===== src/rtl/laser_mem_pkg.sv =====
// Shared definitions for the F14Mx2-domain video/system RAM arbiter.
// Holds channel assignments, default geometry and the read-return tag type.
package laser_mem_pkg;

    localparam int unsigned CH_DOWNLOAD = 0;
    localparam int unsigned CH_ERASER   = 1;
    localparam int unsigned CH_VDC      = 2;

    localparam int unsigned DEF_N_CH = 3;
    localparam int unsigned DEF_AW   = 25;
    localparam int unsigned DEF_DW   = 8;

    // The tag channel field is wide enough for any practical channel count.
    localparam int unsigned TAG_CH_W = 8;

    typedef struct packed {
        logic                valid;
        logic [TAG_CH_W-1:0] ch;
    } rd_tag_t;

endpackage


===== src/rtl/laser_mem_arbiter_rr_pick.sv =====
// Rotated priority encoder: the first eligible channel at or after 'start'
// wins, wrapping around. With start=0 this is a plain fixed-priority encoder.
module rr_pick #(
    parameter int unsigned N  = 3,
    parameter int unsigned IW = 2
) (
    input  logic [N-1:0]  elig,
    input  logic [IW-1:0] start,
    output logic [IW-1:0] winner,
    output logic          found
);

    logic [N-1:0] rot;

    always_comb begin
        int unsigned pos;
        // Rotate so that bit 0 of rot corresponds to channel 'start'.
        rot    = N'({elig, elig} >> start);
        found  = 1'b0;
        winner = '0;
        pos    = 0;
        for (int unsigned i = 0; i < N; i++) begin
            if (!found && rot[i]) begin
                found = 1'b1;
                pos   = 32'(start) + i;
                if (pos >= N) begin
                    pos = pos - N;
                end
                winner = IW'(pos);
            end
        end
    end

endmodule


===== src/rtl/laser_mem_arbiter.sv =====
// N-channel arbiter for the shared single-port RAM: req/ack per channel, fixed
// or round-robin priority, registered issue and a tagged read-return pipeline.
module laser_mem_arbiter
    import laser_mem_pkg::*;
#(
    parameter int unsigned N_CH   = DEF_N_CH,
    parameter int unsigned AW     = DEF_AW,
    parameter int unsigned DW     = DEF_DW,
    parameter int unsigned RD_LAT = 1,
    parameter int unsigned RR     = 0
) (
    input  logic                     F14Mx2,
    input  logic                     CPU_RESET,
    input  logic [N_CH-1:0]          req,
    input  logic [N_CH-1:0]          we,
    input  logic [N_CH*AW-1:0]       addr,
    input  logic [N_CH*DW-1:0]       din,
    output logic [N_CH-1:0]          ack,
    output logic [N_CH-1:0]          rvalid,
    output logic [DW-1:0]            dout,
    output logic [AW-1:0]            mem_addr,
    output logic [DW-1:0]            mem_din,
    output logic                     mem_wr,
    input  logic [DW-1:0]            mem_q,
    output logic [$clog2(N_CH)-1:0]  grant_id,
    output logic                     busy
);

    localparam int unsigned IW = $clog2(N_CH);

    logic [N_CH-1:0] elig;
    logic [IW-1:0]   last_grant;
    logic [IW-1:0]   start;
    logic [IW-1:0]   pick;
    logic            found;
    logic [AW-1:0]   sel_addr;
    logic [DW-1:0]   sel_din;
    logic            sel_we;
    rd_tag_t         issue_tag;
    rd_tag_t         rd_pipe [RD_LAT];

    // A channel acked this cycle has not yet seen it, so it must not win again.
    assign elig = req & ~ack;

    always_comb begin
        start = '0;
        if (RR != 0) begin
            if (last_grant == IW'(N_CH - 1)) begin
                start = '0;
            end else begin
                start = last_grant + 1'b1;
            end
        end
    end

    rr_pick #(
        .N  (N_CH),
        .IW (IW)
    ) u_pick (
        .elig   (elig),
        .start  (start),
        .winner (pick),
        .found  (found)
    );

    always_comb begin
        sel_addr = '0;
        sel_din  = '0;
        sel_we   = 1'b0;
        for (int unsigned i = 0; i < N_CH; i++) begin
            if (pick == IW'(i)) begin
                sel_addr = addr[i*AW +: AW];
                sel_din  = din[i*DW +: DW];
                sel_we   = we[i];
            end
        end
    end

    // issue_tag lines up with the RAM issue cycle; the RD_LAT-deep pipe then
    // presents it while mem_q is valid, and dout/rvalid register one stage later.
    always_ff @(posedge F14Mx2 or posedge CPU_RESET) begin
        if (CPU_RESET) begin
            ack        <= '0;
            mem_wr     <= 1'b0;
            busy       <= 1'b0;
            mem_addr   <= '0;
            mem_din    <= '0;
            grant_id   <= '0;
            last_grant <= IW'(N_CH - 1);
            issue_tag  <= '0;
            rvalid     <= '0;
            dout       <= '0;
            for (int unsigned k = 0; k < RD_LAT; k++) begin
                rd_pipe[k] <= '0;
            end
        end else begin
            ack       <= '0;
            mem_wr    <= 1'b0;
            busy      <= 1'b0;
            issue_tag <= '0;
            if (found) begin
                ack             <= N_CH'(1) << pick;
                mem_addr        <= sel_addr;
                mem_din         <= sel_din;
                mem_wr          <= sel_we;
                grant_id        <= pick;
                busy            <= 1'b1;
                last_grant      <= pick;
                issue_tag.valid <= ~sel_we;
                issue_tag.ch    <= TAG_CH_W'(pick);
            end

            rd_pipe[0] <= issue_tag;
            for (int unsigned k = 1; k < RD_LAT; k++) begin
                rd_pipe[k] <= rd_pipe[k-1];
            end

            rvalid <= '0;
            if (rd_pipe[RD_LAT-1].valid) begin
                rvalid <= N_CH'(1) << rd_pipe[RD_LAT-1].ch;
                dout   <= mem_q;
            end
        end
    end

endmodule

===== config.mk =====
export PLATFORM = sky130hd
export DESIGN_NAME = laser_mem_arbiter
export DESIGN_NICKNAME = d
export VERILOG_FILES = /design/src/rtl/laser_mem_pkg.sv /design/src/rtl/laser_mem_arbiter_rr_pick.sv /design/src/rtl/laser_mem_arbiter.sv
export SDC_FILE = /design/constraint.sdc
export NUM_CORES = 1
export LEC_CHECK = 0
export BUFFER_PORTS_ARGS = -buffer_cell sky130_fd_sc_hd__buf_4
export CAP_MARGIN = 30
export CORE_MARGIN = 3
export CORE_UTILIZATION = 49
export CTS_BUF_LIST = sky130_fd_sc_hd__clkbuf_16
export CTS_CLUSTER_SIZE = 12
export DETAILED_ROUTE_END_ITERATION = 7
export GPL_TIMING_DRIVEN = 0
export PLACE_DENSITY = 0.84
export SLEW_MARGIN = 15
export SYNTH_ARGS = -nofsm -noshare
export SYNTH_HDL_FRONTEND = slang
export SYNTH_HIERARCHICAL = 1
export SYNTH_SLANG_ARGS = --single-unit
export TNS_END_PERCENT = 20

===== constraint.sdc =====
create_clock -name F14Mx2 -period 3.9 [get_ports F14Mx2]
set_clock_uncertainty 0.2 [all_clocks]
set_input_delay 0 -clock F14Mx2 [delete_from_list [all_inputs] [get_ports F14Mx2]]
set_output_delay 0 -clock F14Mx2 [all_outputs]
set_load 0.03 [all_outputs]

==> flow_metrics.env, run 1 <==
export IMPL_status="finished clean"
export IMPL_cts_tree="built"
export IMPL_start_util=0.524
export IMPL_fmaxAchievable_mhz=273
export IMPL_die_area_mm2=0.00760
export IMPL_fin_ws_ns=0.240
export IMPL_placed_cells=518
export IMPL_syn_area_per_cell_um2=12.1
export IMPL_drt_total_wl_mm=14.2
export IMPL_final_period_utilization=0.938
export IMPL_dpl_worst_slack_ns=1.37
export IMPL_critPathMaxStageDelay_ns=0.59
export IMPL_async_flop_share=1.00
export IMPL_rows=28
export IMPL_yosys_warnings=6
export IMPL_required_ns=3.90
export IMPL_cts_sinks=57
export IMPL_die_w_um=87.2
export IMPL_syn_area_mm2=0.00323
export IMPL_hold_violations=0
export IMPL_antenna_cells=0
export IMPL_areaGrowthSynthToFinish_pct=76.2
export IMPL_cts_setup_buffers=0
export IMPL_rsz0062_at_grt="false"
export IMPL_synth_edff_count=0
export IMPL_utilization=0.923
export IMPL_placed_cell_area_mm2=0.00461
export IMPL_grt_max_degree=58
export IMPL_final_layout_size_suffix_gt1_frac=0.441
export IMPL_routabilityCongestion=0.816
export IMPL_hold_buffers=81
export IMPL_worstSetupPathType="flop to flop"
export IMPL_tightestPinTransition_ns=0.744
export IMPL_post_synth_top_count_cell="dfrtp_1"
export IMPL_drv_slew=0
export IMPL_vias=3601
export IMPL_grt_pass1_vias=3927
export IMPL_hold_path_class="input port to flop"
export IMPL_setup_viol=0
export IMPL_final_cells=615
export IMPL_p_leak_nw=2.70
export IMPL_first_iter_violations=223
export IMPL_ys_ff_latch=57
export IMPL_nets=654
export IMPL_postCtsResizedCells=0
export IMPL_worstSkewPairLatency_ns=0.32
export IMPL_track_usage=0.382
export IMPL_p_total_mw=3.25
export IMPL_antenna_found_initial=0
export IMPL_ys_types=30
export IMPL_nFillCells=209
export IMPL_drc_errors=0
export IMPL_io_buffers=165
export IMPL_clkTransAtPathRegs_ns=0.06
export IMPL_ir_worst_vdd_uv=404
export IMPL_syn_instance_count=267
export IMPL_grt_pass1_wl_mm=21.8
export IMPL_cts_buffers=9
export IMPL_cts_path_max_buffers=2
export IMPL_crit_family="buffers and inverters"
export IMPL_yosys_top_cells_area="dfrtp_1 (44%), o211ai_2 (11%), mux2i_1 (11%), nand4b_1 (9.0%), nand2b_1 (6.6%)"
export IMPL_critPathLaunchType="flop"
export IMPL_gr_total_overflow=0
export IMPL_cp_slowest_cell="dlygate4sd3_1"
export IMPL_coreArea_mm2=0.00617
export IMPL_synth_top_area_share=0.442
export IMPL_layout_min_cycle_time_ns=3.66
export IMPL_crit_buf_inv=4
export IMPL_drv_cap=0
export IMPL_wl_per_cell_um=23.1
export IMPL_cp_cell_sequence="nor2b_1 > nor4b_1 > or3_1 > a221o_1 > buf_6 > buf_6 > mux2i_1 > dlygate4sd3_1 > o211ai_2 > dlygate4sd3_1"
export IMPL_slew_headroom=0.504
export IMPL_endpoint_kind="flop"
export IMPL_ant_nets=0
export IMPL_routed_via_density=5.86
export IMPL_synth_commonest_cells="dfrtp_1 (57), mux2i_1 (34), nand2b_1 (34)"
export IMPL_ys_seq_area_frac=0.442
export IMPL_fin_tns_setup_ns=0
export IMPL_critPathArrivalTime_ns=3.66
export IMPL_die_h_um=87.2
export IMPL_cp_max_fo=10
export IMPL_stdcell_area_mm2=0.00569
export IMPL_dpl_hpwl_mm=7.06
export IMPL_cts_max_level=3
export IMPL_p_per_area_mw_per_mm2=572
export IMPL_cts_root_buf="clkbuf_16"
export IMPL_ys_flop_type="dfrtp_1"
export IMPL_firstDrtPassIters=5
export IMPL_io_pins=166
export IMPL_holdWs_ns=0.0723
export IMPL_synth_top_cell_by_area="dfrtp_1"
==> final cells by class <==
class                      instances  area, um^2  area share
timing repair buffer             246        2050       0.360
multi-input combinational        190        1650       0.290
sequential                        57        1430       0.251
clock buffer                       9         225      0.0396
buffer                            25         173      0.0303
tap                               75        93.8      0.0165
clock inverter                     7        47.5     0.00836
inverter                           6        25.0     0.00440
==> layout by cell type, fill, tap and decap left out, drive strengths merged, types with 4 or more instances in the layout <==
cell	instances
nor4b	4
mux2i	34
dfrtp	57
conb	12
nor2	4
clkbuf	15
mux2	8
dlygate4sd3	81
nand4b	33
inv	6
buf	184
clkinv	5
ha	4
nor2b	4
o211ai	33
nand2b	34
==> worst register-to-register path, stage by stage, from the launching register on <==
cell	delay [ns]
dfrtp_1	0.39
nor2b_1	0.31
nor4b_1	0.10
or3_1	0.40
a221o_1	0.39
buf_6	0.15
buf_6	0.16
mux2i_1	0.18
dlygate4sd3_1	0.59
o211ai_2	0.09
dlygate4sd3_1	0.58
==> kinds of logic (layout without fill, tap and decap cells) <==
| logic type | after synthesis | after routing | share of synthesized area |
|---|---|---|---|
| flops | 57 | 57 | 0.442 |
| compound gates | 40 | 40 | 0.140 |
| fa+ha+maj | 4 | 4 | 0.0155 |
| buf+inv | 31 | 293 | 0.0604 |
| simple gates | 91 | 91 | 0.205 |
| mux | 42 | 42 | 0.133 |
| xor+xnor | 1 | 1 | 0.00271 |
| other cells | 1 | 12 | 0.00116 |
==> sequential cells by signal, indices dropped and copies added, names as in the netlist <==
| register | flops |
|---|---|
| issue_tag | 3 |
| mem_din | 8 |
| rd_pipe | 3 |
| mem_addr | 25 |
| mem_wr | 1 |
| ack | 3 |
| rvalid | 3 |
| dout | 8 |
| busy | 1 |
| grant_id | 2 |
==> where the power goes <==
part / switching, mW / leakage [nW] / internal (mW)
combinational: 0.874 / 1.87 / 0.746
sequential: 0.128 / 0.699 / 0.773
clock: 0.303 / 0.131 / 0.428
total: 1.31 / 2.70 / 1.95
==> final timing paths <==
check / depth (start not counted) / slack [ns] / to / from
max in group asynchronous: 3 / 2.82 / mem_addr[24] / CPU_RESET
min in group asynchronous: 3 / 0.16 / mem_addr[3] / CPU_RESET
setup reg to reg: 10 / 0.24 / mem_addr[10] / ack[0]
hold reg to reg: 0 / 0.16 / rd_pipe[1] / issue_tag[1]
setup / recovery: 10 / 0.24 / mem_addr[10] / ack[0]
hold / removal: 3 / 0.07 / busy / req[2]
==> routing by layer <==
metal  vias up  track usage  share of wire
li1       1517            -              -
met5         -            0              0
met2       229        0.681           0.53
met1      1810        0.444           0.36
met4         0        0.181          0.041
met3        45       0.0634          0.064
Power figures use the tool's default switching activity.
==> inputs of run 2 (changes only) <==
--- a/config.mk
+++ b/config.mk
@@ -6,7 +6,7 @@
 export NUM_CORES = 1
 export LEC_CHECK = 0
 export BUFFER_PORTS_ARGS = -buffer_cell sky130_fd_sc_hd__buf_4
-export CAP_MARGIN = 30
+export CAP_MARGIN = 20
 export CORE_MARGIN = 3
 export CORE_UTILIZATION = 49
 export CTS_BUF_LIST = sky130_fd_sc_hd__clkbuf_16
@@ -14,6 +14,7 @@
 export DETAILED_ROUTE_END_ITERATION = 7
 export GPL_TIMING_DRIVEN = 0
 export PLACE_DENSITY = 0.84
+export RECOVER_POWER = 50
 export SLEW_MARGIN = 15
 export SYNTH_ARGS = -nofsm -noshare
 export SYNTH_HDL_FRONTEND = slang
==> flow_metrics.env, run 2 (synthesis results as in run 1) <==
export IMPL_status="finished, violations left"
export IMPL_violations="max-capacitance violations, max-slew violations"
export IMPL_layout_min_cycle_time_ns=3.67
export IMPL_io_pins=166
export IMPL_layout_common_cells="buf_4 (115), dlygate4sd3_1 (81), clkbuf_1 (58)"
export IMPL_placed_cell_area_mm2=0.00461
export IMPL_worstSkewPairLatency_ns=0.32
export IMPL_rrSetupSlack_ns=0.23
export IMPL_p_per_area_mw_per_mm2=564
export IMPL_rows=28
export IMPL_reg_top3="mem_addr: 25 flops, dout: 8 flops, mem_din: 8 flops"
export IMPL_p_leak_nw=2.50
export IMPL_firstDrtPassIters=7
export IMPL_drt_total_wl_mm=14.1
export IMPL_areaGrowthSynthToFinish_pct=70.2
export IMPL_cp_max_fo=10
export IMPL_die_h_um=87.2
export IMPL_worstSetupPathType="flop to flop"
export IMPL_grt_max_degree=58
export IMPL_slew_headroom=-0.764
export IMPL_p_total_mw=3.10
export IMPL_io_buffers=165
export IMPL_crit_path_start="ack[1]"
export IMPL_r2r_start="ack[1]"
export IMPL_wl_per_cell_um=23.0
export IMPL_gr_total_overflow=0
export IMPL_start_util=0.524
export IMPL_drv_cap=1
export IMPL_cts_tree="built"
export IMPL_final_common_cell="buf_4"
export IMPL_dpl_hpwl_mm=7.06
export IMPL_die_area_mm2=0.00760
export IMPL_track_usage=0.382
export IMPL_drc_errors=0
export IMPL_routed_via_density=5.85
export IMPL_routabilityCongestion=0.816
export IMPL_coreArea_mm2=0.00617
export IMPL_tightestPinTransition_ns=2.63
export IMPL_cts_buffers=9
export IMPL_grt_pass1_vias=3927
export IMPL_holdWs_ns=0.0628
export IMPL_worstHoldStart="req[2]"
export IMPL_fin_tns_setup_ns=0
export IMPL_setup_viol=0
export IMPL_ir_worst_vdd_uv=368
export IMPL_hold_path_class="input port to flop"
export IMPL_critPathLaunchType="flop"
export IMPL_cts_root_buf="clkbuf_16"
export IMPL_reg2reg_to="mem_addr[10]"
export IMPL_final_period_utilization=0.940
export IMPL_largest_register="mem_addr"
export IMPL_drv_slew=58
export IMPL_vias=3597
export IMPL_largest_reg_flops=25
export IMPL_endpoint_kind="flop"
export IMPL_holdPathStages=3
export IMPL_ant_nets=0
export IMPL_required_ns=3.90
export IMPL_antenna_cells=0
export IMPL_antenna_found_initial=0
export IMPL_hold_violations=0
export IMPL_nets=654
export IMPL_cts_setup_buffers=0
export IMPL_cts_max_level=3
export IMPL_grt_pass1_wl_mm=21.8
export IMPL_final_layout_size_suffix_gt1_frac=0.344
export IMPL_cts_path_max_buffers=2
export IMPL_first_iter_violations=205
export IMPL_cts_sinks=57
export IMPL_rsz0062_at_grt="false"
export IMPL_fmaxAchievable_mhz=273
export IMPL_clkTransAtPathRegs_ns=0.06
export IMPL_die_w_um=87.2
export IMPL_holdPathEnd="busy"
export IMPL_stdcell_area_mm2=0.00550
export IMPL_critPathArrivalTime_ns=3.66
export IMPL_ff2ff_path_depth=10
export IMPL_utilization=0.891
run 2: per-stage QoR:
stage / std cells / setup WS (ns)
CTS: 615 / 0.349
global placement: 518 / 1.44
floorplan: 278 / 1.44
finish: 615 / 0.234
detailed placement: 518 / 1.37
global route: 615 / 0.134
run 2: how the worst max path moves through the flow:
stage	end	slack, ns	cells after the start
4_1_cts	mem_addr[10]	0.35	10
5_1_grt	mem_addr[10]	0.13	10
3_3_place_gp	mem_addr[14]	1.44	8
6_report	mem_addr[10]	0.23	10
3_5_place_dp	mem_addr[14]	1.37	8
2_1_floorplan	issue_tag[8]	1.44	8
run 2: critical path: stages (launching register included):
cell and delay, ns:
dfrtp_1 0.38, nor2b_1 0.31, nor4b_1 0.10, or3_1 0.41, a221o_1 0.39, buf_6 0.15
buf_6 0.16, mux2i_1 0.17, dlygate4sd3_1 0.59, o211ai_2 0.09, dlygate4sd3_1 0.58
run 2: metal layers:
layer,GRT usage,routed length [um],up-vias
met4,0.181,591,0
met5,0,0,-
met2,0.681,7460,239
met1,0.444,5080,1793
li1,-,-,1519
met3,0.0634,1000,46
run 2: cell type report:
type | instances | area, um^2
fill | 298 | 671
multi-input combinational | 190 | 1650
timing repair buffer | 246 | 1860
inverter | 6 | 23.8
tap | 75 | 93.8
clock buffer | 9 | 225
clock inverter | 7 | 47.5
buffer | 25 | 171
sequential | 57 | 1430
run 2: power breakdown:
part	internal, mW	total [mW]	switching, mW
sequential	0.773	0.897	0.124
combinational	0.603	1.48	0.875
clock	0.428	0.727	0.299
run 2: what timing repair did:
item	4_1_cts	5_1_grt
hold buffers	81	0
endpoints found under the hold margin	100	0
resized for setup	0	0
